[config.mk]
export PLATFORM = sky130hd
export DESIGN_NAME = adc_spi_arbiter
export DESIGN_NICKNAME = d
export VERILOG_FILES = /design/src/rtl/adc_spi_arbiter.sv
export SDC_FILE = /design/constraint.sdc
export NUM_CORES = 1
export LEC_CHECK = 0
export BUFFER_PORTS_ARGS = -buffer_cell sky130_fd_sc_hd__buf_2
export CORE_ASPECT_RATIO = 0.9
export CORE_MARGIN = 10
export CORE_UTILIZATION = 50
export CTS_CLUSTER_DIAMETER = 60
export DETAILED_ROUTE_END_ITERATION = 10
export PLACE_DENSITY = 0.83
export SLEW_MARGIN = 10
export SYNTH_ARGS = -nofsm -noshare
export SYNTH_HDL_FRONTEND = slang
export SYNTH_SLANG_ARGS = --single-unit
[constraint.sdc]
create_clock -name clk -period 3.1 [get_ports clk]
set_input_delay 0.31 -clock clk [delete_from_list [all_inputs] [get_ports clk]]
set_output_delay 0.31 -clock clk [all_outputs]
set_load 0.05 [all_outputs]
[src/rtl/adc_spi_arbiter.sv]
// adc_spi_arbiter: round-robin owner of one 3-wire SPI shift engine
// shared by four converter channels.
//
// Optional feature macro: ADC_SPI_READBACK_EN (read frames, SDIN turnaround).
//
// Ports:
//   clk, reset_n        core clock, async active-low reset
//   req/req_rw          per-channel request level and read(1)/write(0)
//   req_addr/req_wdata  packed 7-bit address / 8-bit data per channel
//   ack/rdata           one-cycle completion pulse and read data
//   busy                high from grant until the inter-frame gap ends
//   spi_cs/spi_sclk     per-channel chip-select (active low) and SCLK
//   sdin_i/o/t          per-channel SDIN pin input, drive value, enable
module adc_spi_arbiter #(
    parameter int CLK_DIV = 4
) (
    input  logic        clk,
    input  logic        reset_n,
    input  logic [3:0]  req,
    input  logic [3:0]  req_rw,
    input  logic [27:0] req_addr,
    input  logic [31:0] req_wdata,
    output logic [3:0]  ack,
    output logic [7:0]  rdata,
    output logic        busy,
    output logic [3:0]  spi_cs,
    output logic [3:0]  spi_sclk,
    input  logic [3:0]  sdin_i,
    output logic [3:0]  sdin_o,
    output logic [3:0]  sdin_t
);

    typedef enum logic [2:0] {
        IDLE, SETUP, SHIFT, HOLD, DONE, GAP
    } state_t;

    localparam logic [7:0] DM1 = 8'(CLK_DIV - 1);
    localparam logic [7:0] DM2 = 8'(CLK_DIV - 2);

    state_t      state, state_n;
    logic [7:0]  cnt, cnt_n;
    logic        hi, hi_n;
    logic [3:0]  bitc, bitc_n;
    logic [15:0] shreg, shreg_n;
    logic [1:0]  ch, ch_n;
    logic [1:0]  last, last_n;
    logic        gnt_any;
    logic [1:0]  gnt_idx;
    logic [1:0]  cand;
    logic        do_load;
    logic        hdr_rw;
    logic        cnt_last;
    logic        frame;
    logic        drive;

`ifdef ADC_SPI_READBACK_EN
    logic        rw, rw_n;
    logic [7:0]  rx, rx_n;
`else
    logic        unused_in;
    assign unused_in = ^{req_rw, sdin_i};
`endif

    // Later k overwrites earlier, so the nearest channel after
    // `last` wins; k = 4 wraps onto `last` itself (lowest priority).
    always_comb begin
        gnt_any = |req;
        gnt_idx = last;
        cand    = last;
        for (int k = 4; k >= 1; k--) begin
            cand = last + 2'(k);
            if (req[cand]) gnt_idx = cand;
        end
    end

`ifdef ADC_SPI_READBACK_EN
    assign hdr_rw = req_rw[gnt_idx];
`else
    assign hdr_rw = 1'b0;
`endif

    assign cnt_last = (cnt == DM1);

    always_ff @(posedge clk or negedge reset_n) begin
        if (!reset_n) begin
            state <= IDLE;
            cnt   <= '0;
            hi    <= 1'b0;
            bitc  <= '0;
            shreg <= '0;
            ch    <= '0;
            last  <= 2'd3;
`ifdef ADC_SPI_READBACK_EN
            rw    <= 1'b0;
            rx    <= '0;
`endif
        end else begin
            state <= state_n;
            cnt   <= cnt_n;
            hi    <= hi_n;
            bitc  <= bitc_n;
            shreg <= shreg_n;
            ch    <= ch_n;
            last  <= last_n;
`ifdef ADC_SPI_READBACK_EN
            rw    <= rw_n;
            rx    <= rx_n;
`endif
        end
    end

    always_comb begin
        state_n = state;
        cnt_n   = cnt;
        hi_n    = hi;
        bitc_n  = bitc;
        shreg_n = shreg;
        ch_n    = ch;
        last_n  = last;
        do_load = 1'b0;
`ifdef ADC_SPI_READBACK_EN
        rw_n    = rw;
        rx_n    = rx;
`endif
        unique case (state)
            IDLE: do_load = gnt_any;
            SETUP: begin
                cnt_n = cnt + 8'd1;
                if (cnt_last) begin
                    state_n = SHIFT;
                    cnt_n   = '0;
                    hi_n    = 1'b0;
                    bitc_n  = '0;
                end
            end
            SHIFT: begin
                cnt_n = cnt + 8'd1;
                if (cnt_last) begin
                    cnt_n = '0;
                    hi_n  = !hi;
                    if (hi) begin
                        // End of high half: sample, then advance
                        // so the next bit appears with the low half.
                        shreg_n = {shreg[14:0], 1'b0};
                        bitc_n  = bitc + 4'd1;
`ifdef ADC_SPI_READBACK_EN
                        rx_n = {rx[6:0], sdin_i[ch]};
`endif
                        if (bitc == 4'd15) state_n = HOLD;
                    end
                end
            end
            HOLD: begin
                cnt_n = cnt + 8'd1;
                if (cnt_last) begin
                    state_n = DONE;
                    cnt_n   = '0;
                end
            end
            DONE: begin
                state_n = GAP;
                cnt_n   = '0;
            end
            GAP: begin
                cnt_n = cnt + 8'd1;
                // Last gap cycle arbitrates directly so back-to-back
                // frames start exactly 35 divider periods apart.
                if (cnt == DM2) begin
                    state_n = IDLE;
                    do_load = gnt_any;
                end
            end
            default: state_n = IDLE;
        endcase

        if (do_load) begin
            state_n = SETUP;
            cnt_n   = '0;
            ch_n    = gnt_idx;
            last_n  = gnt_idx;
            shreg_n = {hdr_rw,
                       req_addr[int'(gnt_idx) * 7 +: 7],
                       req_wdata[int'(gnt_idx) * 8 +: 8]};
`ifdef ADC_SPI_READBACK_EN
            rw_n    = hdr_rw;
`endif
        end
    end

    assign frame = (state == SETUP) || (state == SHIFT) ||
                   (state == HOLD);

    // Reads release SDIN from the low half of bit 7 onward.
`ifdef ADC_SPI_READBACK_EN
    assign drive = !(rw && ((state == HOLD) ||
                            ((state == SHIFT) && bitc[3])));
`else
    assign drive = 1'b1;
`endif

    assign busy = (state != IDLE);

    always_comb begin
        spi_cs   = 4'hF;
        spi_sclk = 4'h0;
        sdin_o   = 4'h0;
        sdin_t   = 4'h0;
        ack      = 4'h0;
        rdata    = 8'h00;
        if (frame) begin
            spi_cs[ch] = 1'b0;
            sdin_o[ch] = shreg[15] & drive;
            sdin_t[ch] = drive;
        end
        if ((state == SHIFT) && hi) spi_sclk[ch] = 1'b1;
        if (state == DONE) begin
            ack[ch] = 1'b1;
`ifdef ADC_SPI_READBACK_EN
            rdata = rw ? rx : 8'h00;
`endif
        end
    end

endmodule

**Word-level counts from Yosys, hierarchy flattened**

Index checks and enable logic that the tools add are counted.

- Eq/ne operators: 18
- $lt $le $gt $ge: 5
- Reductions and logical operators: 18
- Shift-type cells: 2
- Bitwise gates (word level): 2
- Add/subtract/negate cells: 5
- Multiplexer cells: 40
- Multiply operators: 1

Operators by type and width:

| cell | number |
|---|---|
| two-way mux 16 bit | 4 |
| two-way mux 4 bit | 8 |
| indexed part select 32 x 6 -> 8 bit | 1 |
| indexed part select 28 x 6 -> 7 bit | 1 |
| case mux 8 bit (3 select lines) | 1 |
| two-way mux 3 bit | 7 |
| inequality test 3 bit (second input constant) | 6 |
| case mux 3 bit (6 select lines) | 1 |
| equality test 8 x 2 -> 1 bit (second input constant) | 2 |
| two-way mux 8 bit | 2 |
| less-than comparator 2 x 3 -> 1 bit (second input constant) | 4 |
| adder 8 x 1 -> 8 bit (second input constant) | 1 |
| inequality test 2 bit (second input constant) | 4 |
| case mux 4 bit (2 select lines) | 1 |
| nonzero test 2 bit | 4 |
| two-way mux 1 bit | 7 |
| AND reduction 7 bit | 1 |
| binary-select mux 1 bit (select 2 bit) | 3 |
| equality test 3 x 2 -> 1 bit (second input constant) | 2 |
| equality test 3 bit (second input constant) | 2 |
| two-way mux 2 bit | 3 |
| AND reduction 3 bit | 2 |
| multiplier 2 x 3 -> 5 bit (second input constant) | 1 |
| adder 2 bit (second input constant) | 2 |
| other kinds (18) | 21 |

- Flip-flop bits (word level): 36
- Output and inout bits: 29
- Logic and storage cells: 98

**Logic depth before layout (Yosys ltp)**

- Depth after elaboration: 9
- Mapped depth: 8

**Worst setup path before layout**

No wires, ideal clock.

- Kind: register to output
- Start point: reg state[1]
- End point: out spi_cs[0]
- Cell stages (with the launch flop): 5
- Data required time: 2.790 ns
- Setup slack: 0.112 ns
- Arrival time: 2.678 ns
- Buffers on the path: 1
- Cells stage by stage: dfrtp_1 buf_1 o21ai_0 nor3_1 inv_1

- Cells in the longest elaborated chain, start to end: 4
- Elaborated cells between the ends (all ways): 6
- Classes of those cells: eq/ne (3); mux (1); reduce/logical (2)

RTL lines:

| item | RTL line | text |
|---|---|---|
| start, declared | 40 | `state_t state, state_n;` |
| start signal, assigned | 98 | `state <= state_n;` |
| equality test 3 x 1 -> 1 bit / equality test 3 x 2 -> 1 bit (equally long branches) | 190 | `assign frame = (state == SETUP) \|\| (state == SHIFT) \|\|` |
| logical OR 1 bit | 190 |  |
| logical OR 1 bit (*) | 190 |  |
| two-way mux 4 bit (*) | 210 | `if (frame) begin` |
| end, declared | 26 | `output logic [3:0] spi_cs,` |

Every way passes the cells marked *; elsewhere a longest branch is shown, timed or not.

**Final worst setup path**

- Start point: reg cnt[3]
- End point: reg shreg[14]

- Cells in the longest elaborated chain, start to end: 5
- Elaborated cells between the ends (all ways): 9
- Classes of those cells: eq/ne (2); mux (3); reduce/logical (4)

RTL lines:

| item | RTL line | text |
|---|---|---|
| start, declared | 41 | `logic [7:0] cnt, cnt_n;` |
| start signal, assigned | 99 | `cnt <= cnt_n;` |
| equality test 8 x 2 -> 1 bit | 168 | `if (cnt == DM2) begin` |
| two-way mux 1 bit | 168 |  |
| case mux 1 bit (2 select lines) | 125 | `unique case (state)` |
| nonzero test 2 bit (no source line) | -- |  |
| AND reduction 3 bit (no source line) | -- |  |
| end signal, assigned | 102 | `shreg <= shreg_n;` |
| end, declared | 44 | `logic [15:0] shreg, shreg_n;` |

Parallel ways exist; a longest one is shown, timed or not.
A chain may end at the register's enable or synchronous reset.

==> results.tsv <==
metric	value	unit
status	completed	
ctsLongestPathBuffers	2	
synth_area	0.00288	sq mm
drt_iter0_drc	120	
layout.nets	534	
drc	0	
r2r_setup_slack	0.65	ns
hold_class	primary input to async pin	
routed_wl	7.77	mm
antenna_found_initial	0	
drive_gt1_share	28.6	%
start_util	51.2	%
syn_avg_cell_area	7.50	sq um
layout_common_cells	buf_2 (86), nand2_1 (45), inv_1 (35)	
fin_skew	0.00187	ns
die_h	92.0	um
dieArea	0.00920	sq mm
irDropWorstVdd	775	uV
die_w	100	um
cts.hold.buffers_added	0	
worstSetupEndpointType	flip-flop	
seq_power_share	29.4	%
worstMarginPinSlew	0.805	ns
ys_types	54	
max_freq	407	MHz
area_growth_syn_to_layout	18.8	%
setup-violations-final	0	
r2r_cells	6	
period_needed	2.45	ns
cp_max_fo	14	
hpwl	6.01	mm
worst_hold_slack	0.106	ns
clockPowerShare	13.8	%
power_density	876	mW/mm^2
vias	2981	
yosys_warnings	0	
r2r-start	cnt[3]$_DFFE_PN0P_	
startpoint_type	flip-flop	
htreeDepth	2	
slew_viol_final	0	
cts_setup_buffers	0	
wire_per_inst	14.7	um
cts_made_buffers	5	
final_common_cell	buf_2	
coreArea	0.00563	sq mm
p_sw	0.00150	W
synth_seq_area_share	31.4	%
critical_path_class	flip-flop to flip-flop	
internal-power	0.00149	W
worstPathRequired	3.30	ns
cts.sinks	36	
synth_edf_count	0	
yosys-top-cells-area	dfrtp_1 (30%), a31oi_1 (6.5%), nor3_1 (5.9%)	
cts_tree	built	
synth-seq-cells	36	
grt_max_degree	51	
cp_cell_sequence	or4_1 -> o31a_1 -> nor4_4 -> buf_4 -> o21ai_0 -> o211ai_1	
num_rows	26	
gp_congestion	0.895	
maxCapViolCount	0	
slowest_delay	0.70	ns
overflow	0	
insertion_delay	0.29	ns
max-slew-margin-rel	46.4	%
postSynth.asyncResetShare	100	%
grt_pass1_wl	13.2	mm
cp.arrival	2.66	ns
clk_pin_slew_worst_paths	0.07	ns
fin_crit_sh	79.2	%
drtPass1Iterations	4	
switching_share	50.2	%
setup_tns	0	ns
crit_start	cnt[3]$_DFFE_PN0P_	
timing.rr.end	shreg[14]$_DFFE_PN0P_	
slowest_stage	or4_1	
yosys.area.top_type	dfrtp_1	
vias_per_cell	5.65	
crit_family	simple AND/OR/NAND/NOR gates	
post_cts_resized	0	
ios	103	
hold_viol_final	0	
synthCells	384	
grt_pass1_vias	2980	
cp_num_buf_inv	1	
portBuffers	86	
p_comb_share	56.8	%
rsz0062_at_grt	false	
num_antenna_cells	0	
synth_top_area_share	29.5	%
power.leakage	1.68	nW
track_usage	16.8	%
ys.flop_type	dfrtp_1	
cts_root_buffer	clkbuf_8	
ant_nets	0	
==> sequential cells by signal, indices dropped and copies added (netlist names) <==
register / count
hi: 1
bitc: 4
last: 2
ch: 2
shreg: 16
state: 3
cnt: 8
==> Yosys cell counts (all sizes together) (3+ instances only) <==
cell	n
mux2i	5
and2	7
o21a	3
dfrtp	34
inv	35
o21ai	34
nor3	34
clkbuf	19
nand2b	6
nor4	5
a21oi	7
nand3	23
or2	5
nand2	45
buf	17
ha	3
a22oi	14
a31oi	30
nor2	17
or3	6
mux2	4
==> power groups by stage <==
stage	Sequential (W)	Combinational [W]	Clock, W
2_1_floorplan	0.000781	0.00143	0
3_3_place_gp	0.000868	0.00165	0
3_5_place_dp	0.000883	0.00171	0
4_1_cts	0.000875	0.00171	0.000421
5_1_grt	0.000912	0.00190	0.000438
6_report	0.000882	0.00170	0.000415
==> how the worst max path moves through the flow <==
stage                                 end  slack, ns  cells past startpoint
finish              shreg[14]$_DFFE_PN0P_       0.65                      6
global route                    sdin_o[3]       0.50                      6
CTS                 shreg[14]$_DFFE_PN0P_       0.63                      6
detailed placement   shreg[0]$_DFFE_PN0P_       0.64                      6
global placement     shreg[0]$_DFFE_PN0P_       0.71                      6
floorplan                       spi_cs[0]       0.11                      4
==> stage by stage <==
| step | worst slack [ns] | std cells | instance area (sq um) | utilization, % | total power [W] |
|---|---|---|---|---|---|
| 2_1_floorplan | 0.112 | 391 | 2910 | - | 0.00222 |
| 4_1_cts | 0.634 | 528 | 3420 | 60.8 | 0.00301 |
| 3_3_place_gp | 0.711 | 520 | 3310 | 58.9 | 0.00252 |
| 5_1_grt | 0.498 | 528 | 3420 | 60.8 | 0.00325 |
| 3_5_place_dp | 0.643 | 520 | 3310 | 58.9 | 0.00259 |
| 6_report | 0.645 | 528 | 3420 | 60.8 | 0.00300 |
==> worst register-to-register path, delay by kind of cell, from the launching register on <==
family	cells	cell delay [ns]
AND/OR/NAND/NOR	2	0.97
AO/OA/AOI/OAI	3	0.69
flip-flops	1	0.45
buffers and inverters	1	0.26
==> area by class of cell <==
type,count,area (sq um)
Tap cell,70,87.6
Fill cell,493,2200
Sequential cell,36,903
Multi-Input combinational cell,284,1690
Timing Repair Buffer,95,498
Clock inverter,3,42.5
Inverter,35,131
Clock buffer,5,68.8
==> kinds of logic after synthesis <==
kind of cell	after synthesis	share of synthesized area, %
other	1	0.130
XOR/XNOR	1	0.304
AND/OR/NAND/NOR	161	29.0
buffers and inverters	71	10.8
adder cells (fa/ha/maj)	3	1.30
multiplexers	9	3.30
AO/OA/AOI/OAI	102	23.8
flip-flops	36	31.4
==> per-layer routing <==
metal	GRT usage, %	wire length (um)
met5	0	0
met2	26.2	3480
met1	20.7	3400
met3	6.75	780
met4	5.18	111
No activity file was read; power rests on OpenSTA's default activity.
